**src/rtl/mmc3_scanline_irq_if.sv**
```systemverilog
// Signal bundle between the cartridge register decoder / PPU side and the
// MMC3 scanline IRQ unit.
interface mmc3_scanline_irq_if #(
  parameter int CNT_W = 8
);
  logic             ppu_a12;
  logic [CNT_W-1:0] latch_value;
  logic             reload_stb;
  logic             irq_disable_stb;
  logic             irq_enable_stb;
  logic             irq;
  logic [CNT_W-1:0] counter;

  modport master (
    output ppu_a12,
    output latch_value,
    output reload_stb,
    output irq_disable_stb,
    output irq_enable_stb,
    input  irq,
    input  counter
  );

  modport slave (
    input  ppu_a12,
    input  latch_value,
    input  reload_stb,
    input  irq_disable_stb,
    input  irq_enable_stb,
    output irq,
    output counter
  );
endinterface

```
**src/rtl/mmc3_scanline_irq.sv**
```systemverilog
// MMC3-style scanline IRQ unit clocked from CPU M2: filters PPU A12 rising
// edges into scanline clocks, runs the reload/decrement counter, drives irq.
module mmc3_scanline_irq #(
  parameter int A12_LOW_CYCLES = 3,
  parameter int CNT_W          = 8
) (
  input  logic               m2,
  input  logic               rst_n,
  mmc3_scanline_irq_if.slave bus
);

  localparam int              LOW_W   = $clog2(A12_LOW_CYCLES + 1);
  localparam logic [LOW_W-1:0] LOW_MAX = LOW_W'(A12_LOW_CYCLES);

  logic             a12_meta_r;
  logic             a12_sync_r;
  logic             a12_prev_r;
  logic [LOW_W-1:0] low_cnt_r;
  logic [CNT_W-1:0] counter_r;
  logic             reload_pending_r;
  logic             enabled_r;
  logic             irq_r;

  logic [LOW_W-1:0] low_cnt_next_s;
  logic [CNT_W-1:0] counter_next_s;
  logic             reload_pending_next_s;
  logic             enabled_next_s;
  logic             irq_next_s;
  logic             clk_evt_s;
  logic             pend_eff_s;

  // Two-flop synchroniser for the asynchronous A12 plus the edge-detect history.
  always_ff @(posedge m2 or negedge rst_n) begin
    if (!rst_n) begin
      a12_meta_r <= 1'b0;
      a12_sync_r <= 1'b0;
      a12_prev_r <= 1'b0;
    end else begin
      a12_meta_r <= bus.ppu_a12;
      a12_sync_r <= a12_meta_r;
      a12_prev_r <= a12_sync_r;
    end
  end

  // Saturating count of consecutive synchronised-low samples.
  always_comb begin
    low_cnt_next_s = low_cnt_r;
    if (a12_sync_r) begin
      low_cnt_next_s = {LOW_W{1'b0}};
    end else if (low_cnt_r != LOW_MAX) begin
      low_cnt_next_s = low_cnt_r + LOW_W'(1);
    end else begin
      low_cnt_next_s = low_cnt_r;
    end
  end

  // A rise only counts when the low run before it was long enough (pre-edge count).
  assign clk_evt_s  = a12_sync_r & ~a12_prev_r & (low_cnt_r == LOW_MAX);
  assign pend_eff_s = reload_pending_r | bus.reload_stb;

  // Counter, reload flag, enable and IRQ next-state; disable outranks everything.
  always_comb begin
    counter_next_s        = counter_r;
    reload_pending_next_s = pend_eff_s;
    enabled_next_s        = enabled_r;
    irq_next_s            = irq_r;

    if (clk_evt_s) begin
      if ((counter_r == {CNT_W{1'b0}}) || pend_eff_s) begin
        counter_next_s        = bus.latch_value;
        reload_pending_next_s = 1'b0;
      end else begin
        counter_next_s = counter_r - CNT_W'(1);
      end
    end else begin
      counter_next_s = counter_r;
    end

    if (bus.irq_disable_stb) begin
      enabled_next_s = 1'b0;
    end else if (bus.irq_enable_stb) begin
      enabled_next_s = 1'b1;
    end else begin
      enabled_next_s = enabled_r;
    end

    if (bus.irq_disable_stb) begin
      irq_next_s = 1'b0;
    end else if (clk_evt_s && (counter_next_s == {CNT_W{1'b0}}) && enabled_next_s) begin
      irq_next_s = 1'b1;
    end else begin
      irq_next_s = irq_r;
    end
  end

  // State registers; outputs come straight from flops.
  always_ff @(posedge m2 or negedge rst_n) begin
    if (!rst_n) begin
      low_cnt_r        <= {LOW_W{1'b0}};
      counter_r        <= {CNT_W{1'b0}};
      reload_pending_r <= 1'b0;
      enabled_r        <= 1'b0;
      irq_r            <= 1'b0;
    end else begin
      low_cnt_r        <= low_cnt_next_s;
      counter_r        <= counter_next_s;
      reload_pending_r <= reload_pending_next_s;
      enabled_r        <= enabled_next_s;
      irq_r            <= irq_next_s;
    end
  end

  assign bus.irq     = irq_r;
  assign bus.counter = counter_r;

endmodule

```
**src/flat_wrapper.sv**
```systemverilog
// flat-port wrapper written by rule: the top's interface ports become plain ports
module mmc3_scanline_irq_flat 
#(
  parameter int A12_LOW_CYCLES = 3,
  parameter int CNT_W          = 8
)
  (m2, rst_n, bus_ppu_a12, bus_latch_value, bus_reload_stb, bus_irq_disable_stb, bus_irq_enable_stb, bus_irq, bus_counter);
  mmc3_scanline_irq_if #(.CNT_W(CNT_W)) bus_i ();
  input  logic m2;
  input  logic rst_n;
  input wire logic [$bits(bus_i.ppu_a12)-1:0] bus_ppu_a12;
  input wire logic [$bits(bus_i.latch_value)-1:0] bus_latch_value;
  input wire logic [$bits(bus_i.reload_stb)-1:0] bus_reload_stb;
  input wire logic [$bits(bus_i.irq_disable_stb)-1:0] bus_irq_disable_stb;
  input wire logic [$bits(bus_i.irq_enable_stb)-1:0] bus_irq_enable_stb;
  output wire logic [$bits(bus_i.irq)-1:0] bus_irq;
  output wire logic [$bits(bus_i.counter)-1:0] bus_counter;
  assign bus_i.ppu_a12 = bus_ppu_a12;
  assign bus_i.latch_value = bus_latch_value;
  assign bus_i.reload_stb = bus_reload_stb;
  assign bus_i.irq_disable_stb = bus_irq_disable_stb;
  assign bus_i.irq_enable_stb = bus_irq_enable_stb;
  assign bus_irq = bus_i.irq;
  assign bus_counter = bus_i.counter;
  mmc3_scanline_irq #(.A12_LOW_CYCLES(A12_LOW_CYCLES), .CNT_W(CNT_W)) u_core (.m2(m2), .rst_n(rst_n), .bus(bus_i));
endmodule
```
**config.mk**
```make
export PLATFORM = sky130hd
export DESIGN_NAME = mmc3_scanline_irq_flat
export DESIGN_NICKNAME = d
export VERILOG_FILES = /design/src/rtl/mmc3_scanline_irq_if.sv /design/src/rtl/mmc3_scanline_irq.sv /design/src/flat_wrapper.sv
export SDC_FILE = /design/constraint.sdc
export NUM_CORES = 1
export LEC_CHECK = 0
export CORE_UTILIZATION = 42
export DETAILED_ROUTE_END_ITERATION = 10
export PLACE_DENSITY_LB_ADDON = 0.05
export SYNTH_ARGS = -nofsm -noshare
export SYNTH_HDL_FRONTEND = slang
export SYNTH_SLANG_ARGS = --single-unit
```
**constraint.sdc**
```tcl
create_clock -name m2 -period 1.95 [get_ports m2]
set_input_delay 0.195 -clock m2 [delete_from_list [all_inputs] [get_ports m2]]
set_output_delay 0.195 -clock m2 [all_outputs]
set_load 0.05 [all_outputs]
```
== Word-level counts from Yosys, hierarchy flattened ==
Cells that the tools add are included.
Storage, ports and cells
  register bits: 16
  input bits: 14
  output and inout port bits: 9
  logic and storage cells: 33
Cells by class
  add/sub/neg operators: 2
  eq/ne operators: 2
  mux-type cells: 10
  bitwise operators: 4
  reductions and logical operators: 7
Operator list (number)
  $logic_not A8 Y1: 2
  $mux W8: 2
  $sub A8 B1 Y8 const B: 1
  $mux W1: 6
  $mux W2: 2
  $reduce_bool A2 Y1: 2
  $add A2 B1 Y2 const B: 1
  $and A1 B1 Y1: 2
  $eq A2 B2 Y1 const B: 1
  $logic_and A1 B1 Y1: 2
  $ne A2 B2 Y1 const B: 1
  $logic_or A1 B1 Y1: 1
  $not A1 Y1: 1
  $or A1 B1 Y1: 1

== Longest topological paths before layout ==
Gate-level depths: netlist (run 1).
  word-level depth: 9
  gate-level depth with buffers: 9
  depth with buffers taken out: 8

== Least setup slack after synthesis (run 1) ==
OpenSTA, ideal clock, no wires.
  path kind: register to register
  start: reg u_core.counter_r[0] (netlist: u_core.bus.counter[0])
  end: reg u_core.irq_r (netlist: u_core.bus.irq)
  setup time: 95 ps
  arrival time: 2194 ps
  required time: 1855 ps
  slack: -339 ps
  stages on the path, launching flop included: 9
  path buffers: 0
  period minus slack after synthesis: 2289 ps
  cell sequence: dfrtp_1 > inv_1 > ha_1 > nor3b_1 > nand2_1 > o221ai_1 > a21oi_1 > or3_1 > o32ai_2
Between the ends
  word-level cells in the longest chain between the ends: 8
  elaborated cells between the ends (all ways): 9
  those cells by class: 1 x add/sub; 2 x mux; 6 x reduce/logical
Ends and longest elaborated chain
  start, declared: line mmc3_scanline_irq.sv:19  | logic [CNT_W-1:0] counter_r;
  start signal, assigned: line mmc3_scanline_irq.sv:100  | counter_r <= {CNT_W{1'b0}};
  start signal, assigned: line mmc3_scanline_irq.sv:106  | counter_r <= counter_next_s;
  branches (longest 3 deep; another with $sub A8 B1 Y8)
  $mux W8 (*): line mmc3_scanline_irq.sv:68  | if (clk_evt_s) begin
  $logic_not A8 Y1 (*): line mmc3_scanline_irq.sv:89  | end else if (clk_evt_s && (counter_next_s == {CNT_W{1'b0}}) && enabled_next_s) begin
  $logic_and A1 B1 Y1 (*) (2 in series): line mmc3_scanline_irq.sv:89
  $reduce_bool A2 Y1 (no line) (*)
  end signal, assigned: line mmc3_scanline_irq.sv:109  | irq_r <= irq_next_s;
  end, declared: line mmc3_scanline_irq.sv:22  | logic irq_r;
Mark *: on every way between the ends.
A chain may end at the register's enable or synchronous reset.

== Worst setup path in the final report (run 1) ==
  start: reg u_core.counter_r[4] (netlist: u_core.bus.counter[4])
  end: reg u_core.irq_r (netlist: u_core.bus.irq)
Between the ends
  word-level cells in the longest chain between the ends: 8
  elaborated cells between the ends (all ways): 9
  those cells by class: 1 x add/sub; 2 x mux; 6 x reduce/logical
Ends and longest elaborated chain
  branches (longest 3 deep; another with $sub A8 B1 Y8)
  $mux W8 (*): line mmc3_scanline_irq.sv:68
  named net u_core.counter_next_s[4]: line mmc3_scanline_irq.sv:25  | logic [CNT_W-1:0] counter_next_s;
  $logic_not A8 Y1 (*): line mmc3_scanline_irq.sv:89
  $logic_and A1 B1 Y1 (*) (2 in series): line mmc3_scanline_irq.sv:89
  $reduce_bool A2 Y1 (no line) (*)
Mark *: on every way through the listed nets, which the timed path passes.

==> impl_results.html, run 1 <==
<table>
<tr><th>Metric</th><th>Value</th></tr>
<tr><th colspan="2">Clocking</th></tr>
<tr><td>Cts-stage hold buffer count</td><td>0</td></tr>
<tr><td>Cts bufs inserted</td><td>3</td></tr>
<tr><td>Max clock buf depth</td><td>2</td></tr>
<tr><td>Later-pin clock latency in the skew report</td><td>about 0.3 ns</td></tr>
<tr><td>Number of sinks handled by clock tree synthesis</td><td>16</td></tr>
<tr><td>Clk root buf</td><td>clkbuf_4</td></tr>
<tr><td>Clock H-tree levels</td><td>1</td></tr>
<tr><td>TritonCTS clock tree</td><td>yes</td></tr>
<tr><td>Clock-pin slew on the worst setup and hold paths</td><td>0.10 ns</td></tr>
<tr><th colspan="2">Pwr</th></tr>
<tr><td>Cell-internal power</td><td>969 uW</td></tr>
<tr><td>Portion of total power attributed to the clock network</td><td>12.9%</td></tr>
<tr><td>PnR Total Power</td><td>1750 uW</td></tr>
<tr><td>Switching Share</td><td>between 40% and 50%</td></tr>
<tr><td>PwrDens</td><td>1290 nW/um2</td></tr>
<tr><td>P_leak</td><td>0.000575 uW</td></tr>
<tr><td>Sequential cell fraction of total power</td><td>31.5%</td></tr>
<tr><td>Sw Pwr</td><td>781 uW</td></tr>
<tr><td>Peak supply drop</td><td>1110 uV</td></tr>
<tr><td>Comb pwr share</td><td>55.6%</td></tr>
<tr><th colspan="2">Detailed routing</th></tr>
<tr><td>Met3 WL post-DR</td><td>105 um</td></tr>
<tr><td>Number of antenna-violating nets in the routed design</td><td>0</td></tr>
<tr><td>Number of remaining DRC errors</td><td>0</td></tr>
<tr><td>Average routed wire per standard cell</td><td>13.2 um</td></tr>
<tr><td>Violation count after the first detailed-routing iteration</td><td>17</td></tr>
<tr><td>Vias post-DR</td><td>roughly 860</td></tr>
<tr><td>Met1 Wirelength</td><td>975 um</td></tr>
<tr><td>Final routed wirelength across all metal layers</td><td>2170 um</td></tr>
<tr><td>First-pass DRT Iterations</td><td>4</td></tr>
<tr><td>Post-DR vias/cell</td><td>between 5 and 6</td></tr>
<tr><td>Top metal layer carrying routed signals</td><td>met4</td></tr>
<tr><td>Amount of wire on met2 after detailed routing</td><td>1040 um</td></tr>
<tr><th colspan="2">Timing</th></tr>
<tr><td>Smallest hold slack</td><td>roughly 0.21 ns</td></tr>
<tr><td>Final critical path time including I/O delays and setup</td><td>between 1.5 and 2 ns</td></tr>
<tr><td>Actual transition at the worst max-transition pin</td><td>around 0.5 ns</td></tr>
<tr><td>Fraction of the cycle the final worst path needs</td><td>99.7%</td></tr>
<tr><td>Max Fclk</td><td>514 MHz</td></tr>
<tr><td>Post-Route Skew</td><td>0.00545 ns</td></tr>
<tr><td>Relative slew margins</td><td>66.7%</td></tr>
<tr><td>Total count of hold-check failures in the final report</td><td>0</td></tr>
<tr><td>Post-route worst setup slack</td><td>about 0.0054 ns</td></tr>
<tr><td>Unrepaired setup endpoints after global routing</td><td>yes</td></tr>
<tr><td>Total setup violations reported at the end of the flow</td><td>0</td></tr>
<tr><td>Final max-slew violation count</td><td>0</td></tr>
<tr><th colspan="2">Logic synthesis</th></tr>
<tr><td>Dominant combinational cell family by area after synthesis</td><td>simple AND/OR/NAND/NOR gates</td></tr>
<tr><td>Yosys warnings</td><td>0</td></tr>
<tr><td>Post-synthesis net count</td><td>110</td></tr>
<tr><td>Share of flip-flops with an asynchronous set or reset after synthesis</td><td>100%</td></tr>
<tr><td>Flip-flop and latch count after synthesis</td><td>16</td></tr>
<tr><td>Synthesized instance count</td><td>94</td></tr>
<tr><td>Adder and majority cell fraction of the synthesized area</td><td>under 10%</td></tr>
<tr><td>Share of the synthesized netlist area taken by xor and xnor gates</td><td>1.00%</td></tr>
<tr><td>Largest area contributor in the synthesized netlist</td><td>dfrtp_1</td></tr>
<tr><td>Average cell area after synthesis</td><td>9.28 um2</td></tr>
<tr><td>Commonest cells in the netlist</td><td>nor2_1, dfrtp_1, nand2_1</td></tr>
<tr><td>Most frequent cell after synthesis</td><td>nor2_1</td></tr>
<tr><td>Cell types occupying the most area after synthesis</td><td>dfrtp_1, nor2_1, nand2_1</td></tr>
<tr><td>Most common flop cell mapped by yosys</td><td>dfrtp_1</td></tr>
<tr><td>Area share of and/or/nand/nor cells after synthesis</td><td>24.0%</td></tr>
<tr><td>Top cell type's share of synthesized area</td><td>45.9%</td></tr>
<tr><td>Complex-gate fraction of the synthesized area</td><td>between 10% and 20%</td></tr>
<tr><td>Share of synthesized area spent on multiplexers</td><td>about 2.3%</td></tr>
<tr><td>Number of enable-type register cells in the synthesized netlist</td><td>0</td></tr>
<tr><td>Sequential share of the synthesized area</td><td>a little under half</td></tr>
<tr><td>Library cells used by synthesis</td><td>38</td></tr>
<tr><td>Netlist area before placement</td><td>872 um2</td></tr>
<tr><th colspan="2">Final layout</th></tr>
<tr><td># nets final</td><td>approximately 150</td></tr>
<tr><td>Sequential cell area</td><td>412 um2</td></tr>
<tr><td>Antenna Cells</td><td>0</td></tr>
<tr><td>Layout cell share with drive strength beyond 1</td><td>31.4%</td></tr>
<tr><td>Post-route non-filler standard cell count</td><td>164</td></tr>
<tr><td>Area of the multi-input gates</td><td>484 um2</td></tr>
<tr><td>Layout Cell Area excl Fill</td><td>approximately 1400 um2</td></tr>
<tr><td>Synth-to-Final Area Change</td><td>55.8%</td></tr>
<tr><td>Final-layout fill cell count</td><td>173</td></tr>
<tr><th colspan="2">Floorplan</th></tr>
<tr><td>Ports placed on the boundary</td><td>23</td></tr>
<tr><td>Placeable Area</td><td>1960 um2</td></tr>
<tr><td>Cell row count</td><td>16</td></tr>
<tr><td>Die X</td><td>47.6 um</td></tr>
<tr><td>Chip height</td><td>47.6 um</td></tr>
<tr><td>Area enclosed by the die boundary</td><td>2260 um2</td></tr>
<tr><td>Starting utilization of the core area</td><td>44.5%</td></tr>
<tr><th colspan="2">Critical path</th></tr>
<tr><td>Crit-path slowest cell</td><td>dfrtp_2</td></tr>
<tr><td>Slowest stage delay, CP</td><td>0.44 ns</td></tr>
<tr><td>Reg2Reg Setup Slack</td><td>0.005 ns</td></tr>
<tr><td>Reg2Reg Launch Point</td><td>u_core.bus.counter[4]$_DFF_PN0_</td></tr>
<tr><td>Maximum fanout encountered on the critical timing path</td><td>8</td></tr>
<tr><td>Startpoint type of the worst setup path</td><td>flip-flop</td></tr>
<tr><td>Critical path class</td><td>flip-flop to flip-flop</td></tr>
<tr><td>Data required, critical path</td><td>2.16 ns</td></tr>
<tr><td>Crit path cell chain</td><td>nor4_4, a31o_4, nand2_2, o221a_1, or3_4, o32ai_2</td></tr>
<tr><td>Worst R2R End</td><td>u_core.bus.irq$_DFFE_PN0P_</td></tr>
<tr><td>Worst setup EP type</td><td>flip-flop</td></tr>
<tr><td>Crit path DAT</td><td>around 2.2 ns</td></tr>
<tr><td>Logic depth of the worst register-to-register path</td><td>6</td></tr>
<tr><th colspan="2">Global route</th></tr>
<tr><td>Aggregate global-route resource usage</td><td>22.3%</td></tr>
<tr><td>Pin count of the biggest net entering global routing</td><td>17</td></tr>
<tr><td>Via count of the first global-routing pass</td><td>806</td></tr>
<tr><td>Remaining global-route overflow</td><td>0</td></tr>
<tr><td>Initial antenna violation count</td><td>0</td></tr>
<tr><td>Wire length of the first global-routing pass</td><td>3330 um</td></tr>
<tr><th colspan="2">Place</th></tr>
<tr><td>Setup Slack @ Placement</td><td>-0.105 ns</td></tr>
<tr><td>Routability-driven placement congestion ratio</td><td>0.806</td></tr>
<tr><td>Placed cell count</td><td>roughly 160</td></tr>
<tr><td>Port Buffers</td><td>22</td></tr>
<tr><td>Placed instance area</td><td>about 1300 um2</td></tr>
<tr><td>Half-perimeter wire length after placement</td><td>1650 um</td></tr>
<tr><th colspan="2">Min path</th></tr>
<tr><td>Kind of path behind the tightest hold check</td><td>primary input to async pin</td></tr>
<tr><th colspan="2">Status</th></tr>
<tr><td>Outcome</td><td>finished, final reports clean</td></tr>
<tr><th colspan="2">Flow run</th></tr>
<tr><td>Count of maximum capacitance violations</td><td>0</td></tr>
</table>
through the flow:
step                      setup TNS, ns  util [%]
after detailed placement         -0.105      65.6
after CTS                             0      68.4
after global routing            -0.0741      69.3
after global placement          -0.0654      65.6
after floorplan                 -0.0242         -
final                                 0      69.3
per-layer routing:
layer	vias up	global-route usage (%)
li1	427	-
met1	404	27.0
met2	26	38.4
met3	5	3.40
met4	0	11.7
met5	-	0
worst max path at each step:
stage / end / cells after the start / start / slack (ns)
5_1_grt: u_core.bus.irq$_DFFE_PN0P_ / 7 / u_core.low_cnt_r[0]$_DFFE_PN0P_ / -0.07
6_report: u_core.bus.irq$_DFFE_PN0P_ / 6 / u_core.bus.counter[4]$_DFF_PN0_ / 0.005
3_5_place_dp: u_core.bus.irq$_DFFE_PN0P_ / 7 / bus_reload_stb / -0.11
4_1_cts: u_core.bus.irq$_DFFE_PN0P_ / 8 / u_core.low_cnt_r[0]$_DFFE_PN0P_ / 0.002
2_1_floorplan: u_core.bus.irq$_DFFE_PN0P_ / 7 / u_core.bus.counter[4]$_DFF_PN0_ / -0.02
3_3_place_gp: u_core.bus.irq$_DFFE_PN0P_ / 7 / bus_reload_stb / -0.07
what timing repair did:
action,CTS,global route
pin swaps,0,2
gates cloned,0,0
endpoints found under the setup margin,1,1
hold endpoints to repair,0,0
resized for setup,2,3
buffers inserted,1,1
placed cells by master (no fill, tap or decap), types with 3 or more instances in the layout:
| cell type | count |
|---|---|
| nor3_1 | 3 |
| o21ai_0 | 4 |
| clkdlybuf4s50_1 | 22 |
| dfrtp_2 | 6 |
| nor2_1 | 17 |
| dfrtp_1 | 9 |
| clkbuf_4 | 3 |
| a21oi_1 | 5 |
| buf_4 | 20 |
| nand2_1 | 5 |
| inv_1 | 4 |
| nand4_1 | 3 |
worst max-delay path, delay by kind of cell, from the launching register on:
family | cells | cell delay, ns
DFF | 1 | 0.44
AOI/OAI and AO/OA | 3 | 0.70
and+or+nand+nor | 3 | 0.72
sequential cells by signal (all words and copies together) (netlist names):
| register | cells |
|---|---|
| u_core.a12_sync_r | 1 |
| u_core.low_cnt_r | 2 |
| u_core.a12_meta_r | 1 |
| u_core.reload_pending_r | 1 |
| u_core.bus.counter | 8 |
| u_core.bus.irq | 1 |
| u_core.enabled_r | 1 |
| u_core.a12_prev_r | 1 |
power groups by stage:
stage / Sequential (uW) / Clock, uW / Combinational (uW)
detailed placement: 560 / 0 / 953
global route: 565 / 251 / 1040
floorplan: 853 / 0 / 254
CTS: 553 / 238 / 968
global placement: 551 / 0 / 943
finish: 551 / 226 / 973
final cells by class:
type                            instances  share of cell area (%)
Clock buffer                            4                    2.67
Tap cell                               27                    2.49
Inverter                                6                    1.66
Sequential cell                        16                    30.3
Timing Repair Buffer                   42                    27.3
Multi-Input combinational cell         69                    35.6
cells by family after synthesis:
group,count (synthesis)
adder cells (fa/ha/maj),2
XOR/XNOR,1
multiplexers,2
AND/OR/NAND/NOR,41
buffers and inverters,9
flip-flops,16
AO/OA/AOI/OAI,23
No activity file was read; power rests on OpenSTA's default activity.
==> run 2: changes to the inputs <==
CAP_MARGIN = 25   (was unset)
HOLD_SLACK_MARGIN = 0.06   (was unset)
==> results of run 2 <==
Same layout as run 1: the final DEF is identical, and so are final timing and power.
